==> config.mk <==
export PLATFORM = sky130hd
export DESIGN_NAME = decoder_2x4_seq
export DESIGN_NICKNAME = d
export VERILOG_FILES = /design/src/rtl/decoder_2x4_seq.sv
export SDC_FILE = /design/constraint.sdc
export NUM_CORES = 1
export LEC_CHECK = 0
export CAP_MARGIN = 0
export CORE_MARGIN = 2
export CORE_UTILIZATION = 40
export DETAILED_ROUTE_END_ITERATION = 8
export SYNTH_ARGS = -nofsm -noshare
export SYNTH_HDL_FRONTEND = slang
export SYNTH_SLANG_ARGS = --single-unit
==> constraint.sdc <==
create_clock -name clk -period 2.6 [get_ports clk]
set_clock_uncertainty 0.15 [all_clocks]
set_input_delay 0.52 -clock clk [delete_from_list [all_inputs] [get_ports clk]]
set_output_delay 0.52 -clock clk [all_outputs]
set_load 0.01 [all_outputs]
==> src/rtl/decoder_2x4_seq.sv <==
// Registered, handshaked 2-to-4 one-hot decoder with programmable hold time,
// a guaranteed zero gap after every pulse, and an auto-scan mode.
module decoder_2x4_seq #(
  parameter int HOLD_CYCLES = 4,
  parameter int CNT_W       = 8
) (
  input  logic       clk,
  input  logic       rst_n,
  input  logic       in_valid,
  output logic       in_ready,
  input  logic [1:0] code,
  input  logic       scan_en,
  output logic [3:0] y,
  output logic       y_valid,
  output logic       busy
);

  typedef enum logic [1:0] {IDLE, HOLD, GAP} state_t;

  // A hold of 0 would never assert the line, so it is promoted to 1.
  localparam int               HOLD_EFF = (HOLD_CYCLES < 1) ? 1 : HOLD_CYCLES;
  localparam logic [CNT_W-1:0] CNT_INIT = CNT_W'(HOLD_EFF - 1);

  state_t           state_q, state_d;
  logic [3:0]       y_q, y_d;
  logic [CNT_W-1:0] cnt_q, cnt_d;
  logic [1:0]       idx_q, idx_d;
  logic             scan_q, scan_d;

  function automatic logic [3:0] onehot(input logic [1:0] c);
    return 4'b0001 << c;
  endfunction

  assign in_ready = (state_q == IDLE) && !scan_en;
  assign y        = y_q;
  assign y_valid  = |y_q;
  assign busy     = (state_q != IDLE);

  always_comb begin
    state_d = state_q;
    y_d     = y_q;
    cnt_d   = cnt_q;
    idx_d   = idx_q;
    scan_d  = scan_q;
    case (state_q)
      IDLE: begin
        // Scan wins over a simultaneous handshake; the code stays unconsumed.
        if (scan_en) begin
          idx_d   = 2'd0;
          y_d     = 4'b0001;
          cnt_d   = CNT_INIT;
          scan_d  = 1'b1;
          state_d = HOLD;
        end else if (in_valid) begin
          y_d     = onehot(code);
          cnt_d   = CNT_INIT;
          scan_d  = 1'b0;
          state_d = HOLD;
        end
      end
      HOLD: begin
        if (cnt_q == '0) begin
          y_d     = 4'b0000;
          state_d = GAP;
        end else begin
          cnt_d = cnt_q - 1'b1;
        end
      end
      GAP: begin
        // Only a slot started by the scanner may chain straight into the next.
        if (scan_q && scan_en) begin
          idx_d   = idx_q + 2'd1;
          y_d     = onehot(idx_q + 2'd1);
          cnt_d   = CNT_INIT;
          state_d = HOLD;
        end else begin
          scan_d  = 1'b0;
          state_d = IDLE;
        end
      end
      default: begin
        y_d     = 4'b0000;
        scan_d  = 1'b0;
        state_d = IDLE;
      end
    endcase
  end

  always_ff @(posedge clk or negedge rst_n) begin
    if (!rst_n) begin
      state_q <= IDLE;
      y_q     <= 4'b0000;
      cnt_q   <= '0;
      idx_q   <= 2'd0;
      scan_q  <= 1'b0;
    end else begin
      state_q <= state_d;
      y_q     <= y_d;
      cnt_q   <= cnt_d;
      idx_q   <= idx_d;
      scan_q  <= scan_d;
    end
  end

endmodule

==> flow_summary.ini <==
[status]
status = finished clean

[power_and_ir_drop]
powerDensity_nw_per_um2 = 1060
p_leak_nw = 0.563
finalPower_w = 0.00130
ir_worst_vdd_uv = 589

[worst_hold_path]
min-delay-path-class = in2async

[sta]
grt_setup_unrepaired = false
shortest_clock_period_the_worst_path_allows_after_layout_ns = 2.41
fin_tns_setup_ns = 0
layout_worst_path_cycle_share_pct = 92.6
setup_violations = 0
timing.fmax_mhz = 415
worst_slew_margin_rel_pct = 64.0
report.final.hold_viol_count = 0
timing_max_transition_violations_final = 0
worstMarginPinSlew_ns = 0.541

[global_route]
grt_start_max_net_pins = 18
first_pass_grt_wire_length_um = 3800
antenna_found_initial = 0
groute.usage.overall_pct = 18.2
grt_pass1_vias = 840
gr-total-overflow = 0

[synth]
seq_area_frac_synth_pct = 41.0
post_synth_num_cell_types = 38
synth_seq_cells = 17
post_synth_instance_area_sq_um = 1040
syn_avg_cell_area_sq_um = 9.53
ys.warnings.count = 0
syn_inst = 109
synth.net_count = 121

[cts]
post_cts.resized_instances = 0
clock_tree_from_tritoncts = built
cts_sinks = 17
clock_path_buffers = 2
cts_inserted_buffers = 3
clock_tree.root_cell = sky130_fd_sc_hd__clkbuf_4
worst_setup_hold_path_clk_slew_ns = 0.10
post-cts-setup-buffers = 0
insertion_delay_ns = 0.30
ctsHoldBuffers = 0
h-tree-depth = 1

[route]
totalWireLength_um = 2240
wl_per_instance_um = 14.4
route.antenna.remaining_nets = 0
drc_errors = 0
detail_route.vias_per_cell = 5.55
vias = 866
drt_iter0_markers = 14
first_drt_pass_iteration_count = 4

[setup_path]
critical_path.max_fanout = 4
startpoint = y[1]
cells_on_worst_reg2reg_path = 6
start_kind = flop
worst_ep_arrival_time_ns = 1.74
crit-reg2reg-capture = cnt_q[5]
path_class = reg2out
regToRegSetupSlack_ns = 0.53
critical_path.endpoint = y_valid
reg2reg_from = cnt_q[0]
critical_path.endpoint_type = output port
critical_path_required_ns = 1.93

[run]
cap_violations = 0

[floorplanning]
die_height_um = 55.0
row_count = 18
coreArea_sq_um = 2480
pin_count = 13
initial_cell_density_of_the_core_pct = 41.9
die_area_sq_um = 3020
die-width_um = 55.0

[final_layout]
layout.cells.non_filler = 156
fill_cells = 253
layout.cells.most_common_list = 17 x sky130_fd_sc_hd__dfrtp_1, 15 x sky130_fd_sc_hd__nand2_1, 12 x sky130_fd_sc_hd__clkdlybuf4s50_1
area_growth_syn_to_layout_pct = 18.6
ff_latch_area_sq_um = 425
total_area_of_multi_input_combinational_cells_sq_um = 554
layout-drive-gt1-share_pct = 12.7
final_net_count = 139
insertedDiodeCount = 0
layout_commonest_cell = sky130_fd_sc_hd__dfrtp_1

[placement]
place.detailed.instances = 152
placement.io_buffers = 12
hpwl_um = 1650
place.gp.congestion = 0.784
-- cell families after synthesis --
group | share of synthesized area, %
compound gates | 20.6
fa+ha+maj | 7.23
buf+inv | 5.66
flops | 41.0
mux | 3.86
simple gates | 21.7
-- flip-flops by register name, indices dropped and copies added (netlist names) --
| register | count |
|---|---|
| cnt_q | 8 |
| scan_q | 1 |
| idx_q | 2 |
| state_q | 2 |
| y | 4 |
-- per-stage QoR --
stage	worst slack (ns)	hold slack (ns)	area [sq um]	utilization, %
2_1_floorplan	0.921	0.0744	1040	-
3_3_place_gp	0.304	0.351	1200	48.6
3_5_place_dp	0.302	0.372	1200	48.6
4_1_cts	0.173	0.381	1230	49.7
5_1_grt	0.138	0.410	1230	49.7
6_report	0.193	0.374	1230	49.7
-- report_power, final --
| part | leakage (nW) | switching [W] | internal [W] | total (W) |
|---|---|---|---|---|
| logic | 0.330 | 0.000344 | 0.000329 | 0.000673 |
| registers | 0.218 | 0.000115 | 0.000364 | 0.000479 |
| clock network | 0.0150 | 0.0000890 | 0.0000600 | 0.000149 |
-- synth_stat cells --
library cell	n	area [sq um]
sky130_fd_sc_hd__dfrtp_1	17	425
sky130_fd_sc_hd__nand2_1	15	56.3
sky130_fd_sc_hd__inv_1	8	30.0
sky130_fd_sc_hd__ha_1	6	75.1
sky130_fd_sc_hd__nor2_1	6	22.5
sky130_fd_sc_hd__a21oi_1	4	20.0
sky130_fd_sc_hd__mux2i_1	4	40.0
sky130_fd_sc_hd__nor3_1	4	20.0
sky130_fd_sc_hd__o21ai_1	3	15.0
sky130_fd_sc_hd__o22ai_1	3	18.8
sky130_fd_sc_hd__a211o_1	2	17.5
sky130_fd_sc_hd__a22o_1	2	17.5
sky130_fd_sc_hd__buf_2	2	10.0
sky130_fd_sc_hd__inv_2	2	7.51
sky130_fd_sc_hd__nand3_1	2	10.0
sky130_fd_sc_hd__nand3b_1	2	15.0
sky130_fd_sc_hd__nor2b_1	2	12.5
sky130_fd_sc_hd__o21ai_0	2	10.0
sky130_fd_sc_hd__o21ai_2	2	17.5
sky130_fd_sc_hd__o2bb2ai_1	2	17.5
sky130_fd_sc_hd__o41ai_1	2	17.5
sky130_fd_sc_hd__a211oi_2	1	12.5
sky130_fd_sc_hd__a21oi_2	1	8.76
sky130_fd_sc_hd__a31o_1	1	8.76
sky130_fd_sc_hd__a32o_1	1	10.0
sky130_fd_sc_hd__and3_1	1	6.26
sky130_fd_sc_hd__and4b_1	1	10.0
sky130_fd_sc_hd__buf_6	1	11.3
sky130_fd_sc_hd__nand2b_1	1	6.26
sky130_fd_sc_hd__nor3b_1	1	7.51
sky130_fd_sc_hd__nor3b_2	1	12.5
sky130_fd_sc_hd__nor4_4	1	21.3
sky130_fd_sc_hd__o211ai_1	1	7.51
sky130_fd_sc_hd__o21bai_1	1	7.51
sky130_fd_sc_hd__o31ai_1	1	7.51
sky130_fd_sc_hd__or2_1	1	6.26
sky130_fd_sc_hd__or4_1	1	7.51
sky130_fd_sc_hd__or4_4	1	11.3
-- how the worst min path moves through the flow --
stage	from	endpoint	slack, ns	cells past startpoint
final	rst_n	y[2]	0.37	2
after global routing	y[0]	y[0]	0.41	1
after floorplan	rst_n	cnt_q[0]	0.07	0
after detailed placement	y[0]	y[0]	0.37	1
after global placement	y[0]	y[0]	0.35	1
after CTS	rst_n	y[1]	0.38	2
-- per-layer routing --
| metal | up-vias | wire length (um) | track usage, % |
|---|---|---|---|
| li1 | 431 | - | - |
| met1 | 415 | 1010 | 22.4 |
| met2 | 15 | 1080 | 30.8 |
| met3 | 5 | 89 | 2.42 |
| met4 | 0 | 56 | 9.76 |
| met5 | - | 0 | 0 |
-- layout make-up --
type,instances,area share (%)
inverter,10,3.05
timing repair buffer,16,12.2
multi-input combinational,79,45.0
sequential,17,34.6
tap,30,3.05
clock buffer,4,2.13
-- worst max-delay path: stages (launching register included) --
cell and delay [ns]:
sky130_fd_sc_hd__dfrtp_1 0.42, sky130_fd_sc_hd__or4_1 0.53, sky130_fd_sc_hd__clkdlybuf4s50_1 0.49
(Power assumes the default switching activity.)
